File: config.mk
export PLATFORM = sky130hd
export DESIGN_NAME = arb_requester
export DESIGN_NICKNAME = d
export VERILOG_FILES = /design/src/rtl/arb_pkg.sv /design/src/rtl/cmd_fifo.sv /design/src/rtl/arb_requester.sv
export SDC_FILE = /design/constraint.sdc
export NUM_CORES = 1
export LEC_CHECK = 0
export BUFFER_PORTS_ARGS = -buffer_cell sky130_fd_sc_hd__buf_2
export CORE_UTILIZATION = 53
export CTS_BUF_LIST = sky130_fd_sc_hd__clkbuf_4 sky130_fd_sc_hd__clkbuf_8
export DETAILED_ROUTE_END_ITERATION = 12
export GPL_ROUTABILITY_DRIVEN = 0
export GPL_TIMING_DRIVEN = 0
export PLACE_DENSITY = 0.73
export SYNTH_ARGS = -nofsm -noshare
export SYNTH_HDL_FRONTEND = slang
export SYNTH_SLANG_ARGS = --single-unit
File: constraint.sdc
create_clock -name clock -period 3.6 [get_ports clock]
set_clock_uncertainty 0.1 [all_clocks]
set_input_delay 0.36 -clock clock [delete_from_list [all_inputs] [get_ports clock]]
set_output_delay 0.36 -clock clock [all_outputs]
set_load 0.02 [all_outputs]
File: src/rtl/arb_pkg.sv
// Shared definitions for the arbiter requester agent.
// Latency: n/a (constants, types and an elaboration-time helper only).
// Backpressure: n/a.
//
// Contents: requester FSM state encoding, default parameter values, and a
// ceil-log2 helper used to size pointers and counters.
package arb_pkg;

  // Default geometry for a requester instance.
  localparam int ARB_LEN_W   = 4;   // burst length field width (len = beats - 1)
  localparam int ARB_DEPTH   = 4;   // command FIFO entries, power of two >= 2
  localparam int ARB_TIMEOUT = 16;  // max REQ cycles without grant, >= 2

  // Requester FSM states.
  typedef enum logic [1:0] {
    ST_IDLE = 2'd0,
    ST_REQ  = 2'd1,
    ST_BUSY = 2'd2,
    ST_GAP  = 2'd3
  } state_t;

  // Ceil(log2(value)), never less than 1, so that a value of 1 or 2 still
  // yields a usable one-bit field.
  function automatic int clog2(input int value);
    int r;
    r = 1;
    while ((1 << r) < value) begin
      r = r + 1;
    end
    return r;
  endfunction

endpackage

File: src/rtl/cmd_fifo.sv
// Command FIFO: synchronous queue of burst lengths with full/empty flags.
// Latency: a pushed entry is visible on o_dout the cycle after the push.
// Backpressure: pushes while full are ignored, pops while empty are ignored.
//
// Ports:
//   clock    in   rising-edge clock
//   reset    in   asynchronous active-low reset (pointers and count clear)
//   i_push   in   write request; accepted only when not full
//   i_din    in   WIDTH-bit entry to write
//   i_pop    in   read request; honoured only when not empty
//   o_dout   out  head entry (valid whenever o_empty is low)
//   o_full   out  DEPTH entries held
//   o_empty  out  no entries held
module cmd_fifo
  import arb_pkg::*;
#(
  parameter int WIDTH = ARB_LEN_W,
  parameter int DEPTH = ARB_DEPTH
) (
  input  logic             clock,
  input  logic             reset,
  input  logic             i_push,
  input  logic [WIDTH-1:0] i_din,
  input  logic             i_pop,
  output logic [WIDTH-1:0] o_dout,
  output logic             o_full,
  output logic             o_empty
);

  // Pointer width covers DEPTH entries; the count needs one extra state
  // to tell full apart from empty.
  localparam int AW = clog2(DEPTH);
  localparam int CW = clog2(DEPTH + 1);

  logic [WIDTH-1:0] r_mem [DEPTH];
  logic [AW-1:0]    r_wptr;
  logic [AW-1:0]    r_rptr;
  logic [CW-1:0]    r_count;

  logic             w_do_push;
  logic             w_do_pop;

  assign o_full    = (r_count == CW'(DEPTH));
  assign o_empty   = (r_count == '0);
  assign o_dout    = r_mem[r_rptr];

  // Guarding with the flags keeps a push-while-full or pop-while-empty from
  // moving a pointer and corrupting the queue.
  assign w_do_push = i_push && !o_full;
  assign w_do_pop  = i_pop && !o_empty;

  // Storage carries no reset: an entry is only ever read after it has been
  // written, because the count gates every pop.
  always_ff @(posedge clock) begin
    if (w_do_push) begin
      r_mem[r_wptr] <= i_din;
    end
  end

  // DEPTH is a power of two, so plain AW-bit increments wrap modulo DEPTH.
  always_ff @(posedge clock or negedge reset) begin
    if (!reset) begin
      r_wptr  <= '0;
      r_rptr  <= '0;
      r_count <= '0;
    end else begin
      if (w_do_push) begin
        r_wptr <= r_wptr + AW'(1);
      end
      if (w_do_pop) begin
        r_rptr <= r_rptr + AW'(1);
      end
      // A simultaneous push and pop leaves the occupancy unchanged.
      case ({w_do_push, w_do_pop})
        2'b10:   r_count <= r_count + CW'(1);
        2'b01:   r_count <= r_count - CW'(1);
        default: r_count <= r_count;
      endcase
    end
  end

endmodule

File: src/rtl/arb_requester.sv
// Requester agent: queues burst commands, requests the arbiter, and streams
// one beat per granted cycle. It resumes after a grant is withdrawn and
// drops a job on grant timeout.
// Latency: a command into an idle, empty agent gives req at +2 cycles; with
// gnt high the first beat follows at +3.
// Backpressure: cmd_ready falls while the FIFO is full. gnt low stalls beats.
//
// Ports:
//   clock       in   rising-edge clock
//   reset       in   asynchronous active-low reset, clears everything
//   cmd_valid   in   command offered
//   cmd_len     in   burst length minus one
//   cmd_ready   out  command FIFO has room
//   req         out  registered request to the arbiter
//   gnt         in   grant from the arbiter
//   beat_valid  out  a bus beat happens this cycle (BUSY and gnt)
//   beat_idx    out  0-based index of the current beat
//   done        out  pulse with the last beat of a burst
//   timeout     out  pulse when a job is dropped for lack of grant
//   busy        out  job in flight or commands pending
module arb_requester
  import arb_pkg::*;
#(
  parameter int LEN_W   = ARB_LEN_W,
  parameter int DEPTH   = ARB_DEPTH,
  parameter int TIMEOUT = ARB_TIMEOUT
) (
  input  logic             clock,
  input  logic             reset,
  input  logic             cmd_valid,
  input  logic [LEN_W-1:0] cmd_len,
  output logic             cmd_ready,
  output logic             req,
  input  logic             gnt,
  output logic             beat_valid,
  output logic [LEN_W-1:0] beat_idx,
  output logic             done,
  output logic             timeout,
  output logic             busy
);

  // Timeout counter only has to reach TIMEOUT-1.
  localparam int TW = clog2(TIMEOUT);

  localparam logic [1:0] S_IDLE = ST_IDLE;
  localparam logic [1:0] S_REQ  = ST_REQ;
  localparam logic [1:0] S_BUSY = ST_BUSY;
  localparam logic [1:0] S_GAP  = ST_GAP;

  logic [1:0]       r_state;
  logic             r_req;
  logic [LEN_W-1:0] r_len_q;
  logic [LEN_W-1:0] r_beat_idx;
  logic [TW-1:0]    r_tcnt;

  logic [1:0]       w_state_nxt;
  logic             w_fifo_full;
  logic             w_fifo_empty;
  logic [LEN_W-1:0] w_fifo_dout;
  logic             w_pop;
  logic             w_beat;
  logic             w_last;
  logic             w_tmo;

  // Jobs are only taken from the queue while idle, so at most one burst is
  // ever in flight and the head stays stable until then.
  assign w_pop = (r_state == S_IDLE) && !w_fifo_empty;

  cmd_fifo #(
    .WIDTH (LEN_W),
    .DEPTH (DEPTH)
  ) u_cmd_fifo (
    .clock   (clock),
    .reset   (reset),
    .i_push  (cmd_valid),
    .i_din   (cmd_len),
    .i_pop   (w_pop),
    .o_dout  (w_fifo_dout),
    .o_full  (w_fifo_full),
    .o_empty (w_fifo_empty)
  );

  // A grant only produces a beat once the FSM has reached BUSY. The REQ
  // cycle that first sees gnt is spent moving there, which also applies
  // after a preemption.
  assign w_beat = (r_state == S_BUSY) && gnt;
  assign w_last = w_beat && (r_beat_idx == r_len_q);

  // Fires on the TIMEOUT-th consecutive ungranted REQ cycle. done needs
  // BUSY while this needs REQ, so the two pulses can never coincide.
  assign w_tmo  = (r_state == S_REQ) && !gnt && (r_tcnt == TW'(TIMEOUT - 1));

  always_comb begin
    w_state_nxt = r_state;
    case (r_state)
      S_IDLE: begin
        if (!w_fifo_empty) begin
          w_state_nxt = S_REQ;
        end
      end
      S_REQ: begin
        if (gnt) begin
          w_state_nxt = S_BUSY;
        end else if (w_tmo) begin
          w_state_nxt = S_GAP;
        end
      end
      S_BUSY: begin
        // Losing the grant mid-burst goes back to requesting. beat_idx is
        // held, so the burst continues where it stopped.
        if (!gnt) begin
          w_state_nxt = S_REQ;
        end else if (w_last) begin
          w_state_nxt = S_GAP;
        end
      end
      default: begin
        // GAP: one cycle with req low, so the arbiter always sees req
        // drop between jobs.
        w_state_nxt = S_IDLE;
      end
    endcase
  end

  always_ff @(posedge clock or negedge reset) begin
    if (!reset) begin
      r_state    <= S_IDLE;
      r_req      <= 1'b0;
      r_len_q    <= '0;
      r_beat_idx <= '0;
      r_tcnt     <= '0;
    end else begin
      r_state <= w_state_nxt;
      // req is registered from the next state, so it is high exactly while
      // the FSM sits in REQ or BUSY.
      r_req   <= (w_state_nxt == S_REQ) || (w_state_nxt == S_BUSY);

      case (r_state)
        S_IDLE: begin
          if (!w_fifo_empty) begin
            r_len_q    <= w_fifo_dout;
            r_beat_idx <= '0;
            r_tcnt     <= '0;
          end
        end
        S_REQ: begin
          if (gnt) begin
            r_tcnt <= '0;
          end else if (!w_tmo) begin
            r_tcnt <= r_tcnt + TW'(1);
          end
        end
        S_BUSY: begin
          if (!gnt) begin
            r_tcnt <= '0;
          end else if (!w_last) begin
            // Holding at the final index means beat_idx never wraps, even
            // for a full 2^LEN_W-beat burst.
            r_beat_idx <= r_beat_idx + LEN_W'(1);
          end
        end
        default: begin
          r_tcnt <= r_tcnt;
        end
      endcase
    end
  end

  assign cmd_ready  = !w_fifo_full;
  assign req        = r_req;
  assign beat_valid = w_beat;
  assign beat_idx   = r_beat_idx;
  assign done       = w_last;
  assign timeout    = w_tmo;
  assign busy       = (r_state != S_IDLE) || !w_fifo_empty;

endmodule

Yosys cells after proc, flatten, opt, wreduce, memory -nomap -nowiden
Memory sizes are Yosys's and may differ from the RTL's. A register that Yosys moved wholly into a read port is not among the register bits.
Cells that the tools add are included.
Word-level totals
  output and inout port bits: 10
  word-level logic and storage cells: 68
  flip-flop bits (word level): 18
  memory bits (writable): 16
  memories kept: 1
Operators by class
  equal/unequal tests: 14
  multiplexer cells: 17
  bitwise operators: 1
  reductions and logical operators: 22
  add/subtract/negate cells: 6
Memories
  u_cmd_fifo.r_mem: depth 4, bits a word 4, rd ports 1, clocked after Yosys merged registers in 1, write ports 1, RTL line cmd_fifo.sv:35  | logic [WIDTH-1:0] r_mem [DEPTH];
Operators with widths (count)
  2-to-1 mux 4 bit: 6
  case mux 4 bit (3 select lines): 1
  2-to-1 mux 2 bit: 5
  adder 4 x 1 -> 4 bit (second input constant): 2
  inequality test 2 bit (second input constant): 4
  case mux 4 bit (2 select lines): 1
  AND reduction 4 bit: 2
  logical AND 1 bit: 7
  equality test 2 x 1 -> 1 bit (second input constant): 3
  equality test 2 bit (second input constant): 3
  case mux 2 bit (3 select lines): 1
  case mux 3 bit (2 select lines): 1
  nonzero test 2 bit: 3
  adder 2 x 1 -> 2 bit (second input constant): 2
  equality test 4 bit: 1
  equality test 4 bit (second input constant): 1
  logical NOT 1 bit: 4
  adder 3 x 1 -> 3 bit (second input constant): 1
  equality test 3 bit (second input constant): 1
  logical NOT 3 bit: 1
  inequality test 3 bit (second input constant): 1
  nonzero test 3 bit: 1
  subtractor 3 x 1 -> 3 bit (second input constant): 1
  logical NOT 2 bit: 1
  4 further kinds: 6

Longest topological paths before layout
Gate-level depths: netlist of run 1.
  depth in word-level cells: 8
  depth in mapped cells: 11

Hierarchy
A second synthesis of run 1 with hierarchy kept.
Second synthesis, totals
  cells, all modules: 140
  area, all modules: 1840.5 um2
By module, submodules not included
  cmd_fifo: instances 1, cells each 58, area an instance 1017.2 um2, seq. area each 655.6 um2
  arb_requester: instances 1, cells each 82, area an instance 823.3 um2, seq. area each 375.4 um2

Worst setup path before layout of run 1
Ideal clock, no wire load.
  path type: register to register
  from: register u_cmd_fifo.r_count[0]
  to: register u_cmd_fifo.r_count[2]
  arrival: 2.061 ns
  setup time: 0.079 ns
  cell stages (with the launch flop): 11
  path buffers: 0
  setup slack: 1.360 ns
  period minus slack after synthesis: 2.240 ns
  required time: 3.421 ns
  path through: dfrtp_1 > inv_1 > nand3_1 > and2_1 > inv_1 > ha_1 > inv_1 > fa_1 > xor2_1 > nor2_1 > xor2_1
Between the ends
  elaborated cells on any way between the ends: 13
  classes of those cells: 2 x add/sub; 3 x eq/ne; 1 x mux; 7 x reduce/logical
RTL lines
  from (decl): RTL line cmd_fifo.sv:38  | logic [CW-1:0] r_count;
  from (signal assigned): RTL line cmd_fifo.sv:75  | 2'b10: r_count <= r_count + CW'(1);
  from (signal assigned): RTL line cmd_fifo.sv:76  | 2'b01: r_count <= r_count - CW'(1);
  from (signal assigned): RTL line cmd_fifo.sv:77  | default: r_count <= r_count;
  equality test 3 bit *: RTL line cmd_fifo.sv:43  | assign o_full = (r_count == CW'(DEPTH));
  logical NOT 1 bit *
  named net cmd_ready: RTL line arb_requester.sv:32  | output logic cmd_ready,
  logical AND 1 bit *: RTL line cmd_fifo.sv:49  | assign w_do_push = i_push && !o_full;
  equality test 2 x 1 -> 1 bit / equality test 2 bit (equally long branches): RTL line cmd_fifo.sv:74  | case ({w_do_push, w_do_pop})
  case mux 3 bit (2 select lines) / nonzero test 2 bit (equally long branches)
The timed path passes the listed nets; every way through them passes the cells marked *.
A chain may end at the register's enable or synchronous reset.

Worst setup path in the final report of run 1
  from: register u_cmd_fifo.r_count[0]
  to: register u_cmd_fifo.r_count[2]
Between the ends
  longest elaborated chain between the ends: 6
  elaborated cells on any way between the ends: 13
  classes of those cells: 2 x add/sub; 3 x eq/ne; 1 x mux; 7 x reduce/logical
RTL lines
  logical NOT 3 bit: RTL line cmd_fifo.sv:44  | assign o_empty = (r_count == '0);
  logical NOT 1 bit: RTL line cmd_fifo.sv:50, arb_requester.sv:67
  logical AND 1 bit: RTL line arb_requester.sv:67  | assign w_pop = (r_state == S_IDLE) && !w_fifo_empty;
  logical AND 1 bit: RTL line cmd_fifo.sv:50  | assign w_do_pop = i_pop && !o_empty;
  equality test 2 x 1 -> 1 bit / equality test 2 bit (equally long branches): RTL line cmd_fifo.sv:74
  case mux 3 bit (2 select lines) / nonzero test 2 bit (equally long branches)
Several ways; a longest one is shown, not always the timed one.

==> reports/qor.yml, run 1 <==
setup_path:
  rr_startpoint: "u_cmd_fifo.r_count[0]"
  cp_num_cells: 10
  crit_type: "flip-flop to flip-flop"
  rrSetupSlack_ns: 1.32
  critPathTopFamily: "adder cells"
  cp-end-kind: "flip-flop"
  r2r-end: "u_cmd_fifo.r_count[2]"
  crit_path_end: "u_cmd_fifo.r_count[2]"
  cp_data_arrival_time_ns: 2.45
  path_cells: "inv_1, nand3_1, and2_1, inv_1, ha_1, inv_1, fa_1, xor2_1, nor2_1, xor2_1"
  slowest_stage: "dfrtp_1"
  critical_path.max_stage_delay_ns: 0.47
  critPathRequiredTime_ns: 3.77
  cp_max_fo: 6
  startpoint: "u_cmd_fifo.r_count[0]"
  cpMostUsedCell: "inv_1"
  startpoint_type: "flip-flop"
  r2r_cells: 10
  crit_buf_inv: 3
final_layout:
  fillers: 274
  nNetsFinal: 181
  antenna_cells: 0
  final_layout_size_suffix_gt1_frac: 0.217
  final_cells: 210
  synthToLayoutAreaGrowth_pct: 12.0
  fin_util: 0.637
floorplan:
  die_y_um: 59.9
  die-area_mm2: 0.00359
  ios: 18
  fp.dieW_um: 59.9
  start_util: 0.568
  rows: 20
  core_area_mm2: 0.00313
timing:
  fin_tns_setup_ns: 0
  layout_min_cycle_time_ns: 2.28
  finalMaxSlewViolations: 0
  setup_viol: 0
  timing.fmax_mhz: 438
  rsz0062_at_grt: "no"
  post-route-period-util: 0.634
  hold_viol_final: 0
  slew_headroom: 0.620
  max_slew.worst_pin.slew_ns: 0.569
  whs_ns: 0.123
placed_design:
  dp_cells: 201
  io_buffer_count: 17
  hpwl_um: 2160
hold_path:
  hold_path.class: "primary input to flip-flop"
  hold_depth: 1
synthesis:
  synth_top_cell_by_area: "dfrtp_1"
  ys.warnings.count: 0
  synth_nets: 156
  ys_ff_latch: 38
  yosysTopAreaCellShare: 0.310
  syn_avg_cell_area_um2: 12.7
  netlist_area_mm2: 0.00178
  syn_inst: 140
  ys_types: 35
  ys_seq_area_frac: 0.580
  ys_top_cells_by_area: "dfrtp_1 31%, edfxtp_1 27%, mux4_2 5.1%, ha_1 4.9%, xnor2_1 3.9%"
detailed_routing:
  via_per_inst: 5.40
  drc: 0
  wl_per_cell_um: 14.2
  drt_iter0_drc: 56
  ant_nets: 0
  via_count: 1134
  routed_wl_um: 2980
  drt_pass1_iterations: 4
cts:
  cts.sinks: 38
  numCtsBuffers: 5
  cts_resized: 0
  clkTransAtPathRegs_ns: 0.11
  root_buffer: "clkbuf_4"
  htree_levels: 2
  post_cts_buffers: 0
  insertion_delay_ns: 0.34
  clk_path_buf_depth: 2
  cts_tree: "done"
global_route:
  grt_max_degree: 23
  grt_pass1_wl_um: 5040
  grt_overflow_total: 0
  grt_pass1_vias: 1144
  antenna_found_initial: 0
  grt_usage: 0.203
status:
  outcome: "completed"
pwr:
  vdd_ir_drop_max_mv: 0.451
  p_per_area_mw_per_mm2: 817
  leakage_nw: 0.891
  finalPower_w: 0.00163
run:
  max_cap_viol_count: 0
[cells by family after synthesis]
| group | Yosys count | share of synthesized area |
|---|---|---|
| and+or+nand+nor | 46 | 0.132 |
| DFF | 38 | 0.580 |
| muxes | 7 | 0.0683 |
| xor gates and xnor gates | 12 | 0.0591 |
| adders and majority gates | 8 | 0.0605 |
| buffers and inverters | 13 | 0.0359 |
| AOI/OAI and AO/OA | 16 | 0.0647 |
[registers in the layout, indices dropped and copies added (netlist names)]
register            count
r_tcnt                  4
u_cmd_fifo.r_mem       16
r_state                 2
u_cmd_fifo.r_rptr       2
u_cmd_fifo.r_count      3
req                     1
beat_idx                4
r_len_q                 4
u_cmd_fifo.r_wptr       2
[Yosys cell counts]
cell,n
nand4_1,2
buf_2,2
nor2_1,4
nand2b_1,3
mux4_2,4
nor3_2,1
mux2_2,1
o211ai_1,1
nor4_1,3
a21o_1,2
dfrtp_1,22
o2bb2ai_1,1
inv_1,9
nor2b_1,1
nor3_1,2
mux2i_1,2
and3_1,4
o31ai_1,2
edfxtp_1,16
nor3b_1,1
xor2_1,4
xnor2_1,8
nand3_1,5
nand2_1,18
a32o_1,2
and2_1,1
a21oi_1,3
fa_1,1
inv_6,1
a221o_1,1
a41oi_1,1
o21ai_0,3
and4_4,1
buf_6,1
ha_1,7
[power by group]
group          leakage (nW)  switching (W)  total [W]  internal, W
clock                0.0343       0.000136   0.000230    0.0000938
combinational         0.433       0.000383   0.000690     0.000307
sequential            0.424       0.000112   0.000707     0.000596
total                 0.891       0.000630    0.00163     0.000997
[metrics by stage]
stage / area [um^2] / setup WS, ns
2_1_floorplan: 1780 / 1.36
3_3_place_gp: 1920 / 1.43
3_5_place_dp: 1920 / 1.38
4_1_cts: 1990 / 1.34
5_1_grt: 1990 / 1.12
6_report: 1990 / 1.32
[how the worst min path moves through the flow]
stage / from / endpoint / slack, ns
finish: cmd_len[2] / u_cmd_fifo.r_mem[0][2] / 0.12
global route: cmd_len[3] / u_cmd_fifo.r_mem[3][3] / 0.10
CTS: cmd_len[3] / u_cmd_fifo.r_mem[3][3] / 0.10
detailed placement: reset / beat_idx[1] / 0.26
global placement: reset / beat_idx[0] / 0.25
floorplan: reset / beat_idx[0] / -0.04
[final cells by class]
cell class,count,area (um^2),share of cell area
plain buffers,3,21.3,0.0107
clock buffers,6,51.3,0.0258
clock inverters,2,12.5,0.00628
inverters,10,42.5,0.0214
multi-input cells,89,683,0.343
flip-flops and latches,38,1030,0.518
well taps,44,55.1,0.0276
repair buffers,18,95.1,0.0477
[placed cells by master (no fill, tap or decap), drive strengths merged, types with 2 or more instances in the layout]
master,count
xor2,4
xnor2,8
nor4,3
nor3,3
nand2,18
o31ai,2
a21oi,3
a32o,2
ha,7
nand3,5
and3,4
nand4,2
nand2b,3
clkbuf,6
dfrtp,22
a21o,2
mux4,4
inv,10
edfxtp,16
o21ai,3
nor2,4
buf,20
mux2i,2
[metal layers]
metal,part of all wire,track usage,vias up
li1,-,-,552
met1,0.44,0.241,558
met2,0.50,0.330,18
met3,0.038,0.0693,6
met4,0.020,0.0963,0
met5,0,0,-
[worst reg2reg max path, cell delays in order, from the launching register on]
cell     delay, ns
dfrtp_1       0.47
inv_1         0.13
nand3_1       0.17
and2_1        0.25
inv_1         0.07
ha_1          0.18
inv_1         0.07
fa_1          0.37
xor2_1        0.15
nor2_1        0.11
xor2_1        0.15
[timing repair]
| item | CTS | global route |
|---|---|---|
| endpoints found under the hold margin | 22 | 0 |
| hold buffers | 1 | 0 |
| setup endpoints to repair | 0 | 0 |
Power figures use the tool's default switching activity.
==> run 2: changes to the inputs <==
==> constraint.sdc (replaced) <==
create_clock -name clock -period 2.28 [get_ports clock]
set_clock_uncertainty 0.1 [all_clocks]
set_input_delay 0.228 -clock clock [delete_from_list [all_inputs] [get_ports clock]]
set_output_delay 0.228 -clock clock [all_outputs]
set_load 0.02 [all_outputs]
==> run 2 against run 1 <==
Net effect:
- non-clock buffer count increased by 6
- die area unchanged
- register-to-register slack got worse by 1.2 ns
- sequential share of layout area fell by 1.7 points
- clock power is 59% higher
- sequential power grew 60%
- global-route usage up 0.28 points
- largest cell class unchanged
- highest routed layer unchanged
==> reports/qor.yml, run 2 (synthesis results as in run 1) <==
global_route:
  grt_overflow_total: 0
  grt_max_degree: 23
  antenna_found_initial: 0
  grt_pass1_wl_um: 5110
  grt_pass1_vias: 1175
  grt_usage: 0.206
hold_path:
  hold_depth: 3
  hold_path.class: "primary input to flip-flop"
setup_path:
  cp_max_fo: 8
  critPathRequiredTime_ns: 2.45
  cp-end-kind: "flip-flop"
  startpoint_type: "flip-flop"
  r2r_cells: 11
  crit_type: "flip-flop to flip-flop"
  cp_data_arrival_time_ns: 2.29
timing:
  post-route-period-util: 0.930
  rsz0062_at_grt: "no"
  timing.fmax_mhz: 472
  setup_viol: 0
  hold_viol_final: 0
  setup_ws_ns: 0.161
  layout_min_cycle_time_ns: 2.12
  finalMaxSlewViolations: 0
  slew_headroom: 0.620
  max_slew.worst_pin.slew_ns: 0.569
  fin_tns_setup_ns: 0
pwr:
  seqPwrFrac: 0.428
  power_switching_w: 0.00102
  leakage_nw: 0.916
  p_per_area_mw_per_mm2: 1280
  combPwrFrac: 0.434
  internal-power_w: 0.00162
  p_clk_frac: 0.138
  vdd_ir_drop_max_mv: 0.714
  netSwitchingFraction: 0.385
detailed_routing:
  wl_per_cell_um: 14.2
  drc: 0
  drt_iter0_drc: 65
  via_count: 1171
  drt_pass1_iterations: 4
  ant_nets: 0
  routed_wl_um: 3060
  via_per_inst: 5.42
cts:
  insertion_delay_ns: 0.34
  root_buffer: "clkbuf_4"
  numCtsBuffers: 5
  cts.sinks: 38
  clkTransAtPathRegs_ns: 0.10
  clk_path_buf_depth: 2
  cts_tree: "done"
  htree_levels: 2
final_layout:
  nNetsFinal: 187
  largest-register: "u_cmd_fifo.r_mem"
  final_layout_size_suffix_gt1_frac: 0.262
  area.sequential_mm2: 0.00103
  final_cell_mix: "20 x dfrtp_1, 18 x nand2_1, 18 x buf_2"
  final_common_cell: "dfrtp_1"
  antenna_cells: 0
  fillers: 267
  largest_reg_flops: 16
  fin_util: 0.660
  multi_input_area_um2: 696
  synthToLayoutAreaGrowth_pct: 16.1
floorplan:
  die-area_mm2: 0.00359
  core_area_mm2: 0.00313
  rows: 20
  die_y_um: 59.9
  start_util: 0.568
  fp.dieW_um: 59.9
  ios: 18
run:
  max_cap_viol_count: 0
placed_design:
  io_buffer_count: 17
  pre_cts_slack_ns: 0.0637
  hpwl_um: 2160
status:
  outcome: "completed"
-- run 2: changes by cell type in the layout (fill, tap and decap cells not counted), moves of 2 or more --
cell and change:
dlygate4sd3_1 +4, dfrtp_2 +2, buf_4 +3, dfrtp_1 -2
-- run 2: area by class of cell --
class                           count  share of cell area
Clock inverter                      2             0.00606
Tap cell                           44              0.0267
Buffer                              2             0.00788
Timing Repair Buffer               25              0.0764
Clock buffer                        6              0.0248
Multi-Input combinational cell     89               0.337
Sequential cell                    38               0.501
Inverter                           10              0.0206
-- run 2: final timing paths --
path                                        from                    end  slack (ns)
max                        u_cmd_fifo.r_count[1]  u_cmd_fifo.r_count[2]        0.16
min                                          gnt             r_state[1]        0.10
max reg2reg                u_cmd_fifo.r_count[1]  u_cmd_fifo.r_count[2]        0.16
min reg2reg                           r_len_q[0]             r_len_q[0]        0.41
max in group asynchronous                  reset             r_state[1]        1.44
min in group asynchronous                  reset   u_cmd_fifo.r_wptr[0]        0.27
-- run 2: power groups by stage --
stage	combinational, W	sequential (W)	clock, W
detailed placement	0.00109	0.00113	0
floorplan	0.000844	0.00111	0
global route	0.00131	0.00116	0.000403
finish	0.00114	0.00113	0.000365
global placement	0.00103	0.00111	0
CTS	0.00111	0.00112	0.000374
-- run 2: worst max-delay path: stages (launching register included) --
cell,delay [ns]
dfrtp_1,0.38
buf_4,0.14
nor3_2,0.04
nand2b_1,0.15
buf_6,0.14
inv_6,0.07
ha_2,0.18
inv_1,0.05
fa_1,0.37
xor2_1,0.15
nor2_1,0.11
xor2_1,0.15
-- run 2: what timing repair did --
item,in CTS,in global routing
setup endpoints to repair,0,1
buffers inserted,0,3
hold buffers,5,0
gates resized for setup,0,7
endpoints found under the hold margin,38,0
-- run 2: per-layer routing --
metal,track usage,routed length (um)
met4,0.116,93
met1,0.240,1320
met2,0.332,1520
met5,0,0
met3,0.0693,128
-- run 2: metrics by stage --
stage | instance area, um^2 | hold slack [ns] | instances | total power (W)
2_1_floorplan | 1780 | -0.168 | 140 | 0.00196
3_3_place_gp | 1920 | 0.113 | 201 | 0.00215
3_5_place_dp | 1920 | 0.127 | 201 | 0.00223
4_1_cts | 2030 | 0.0857 | 214 | 0.00260
5_1_grt | 2060 | 0.123 | 216 | 0.00286
6_report | 2060 | 0.105 | 216 | 0.00264
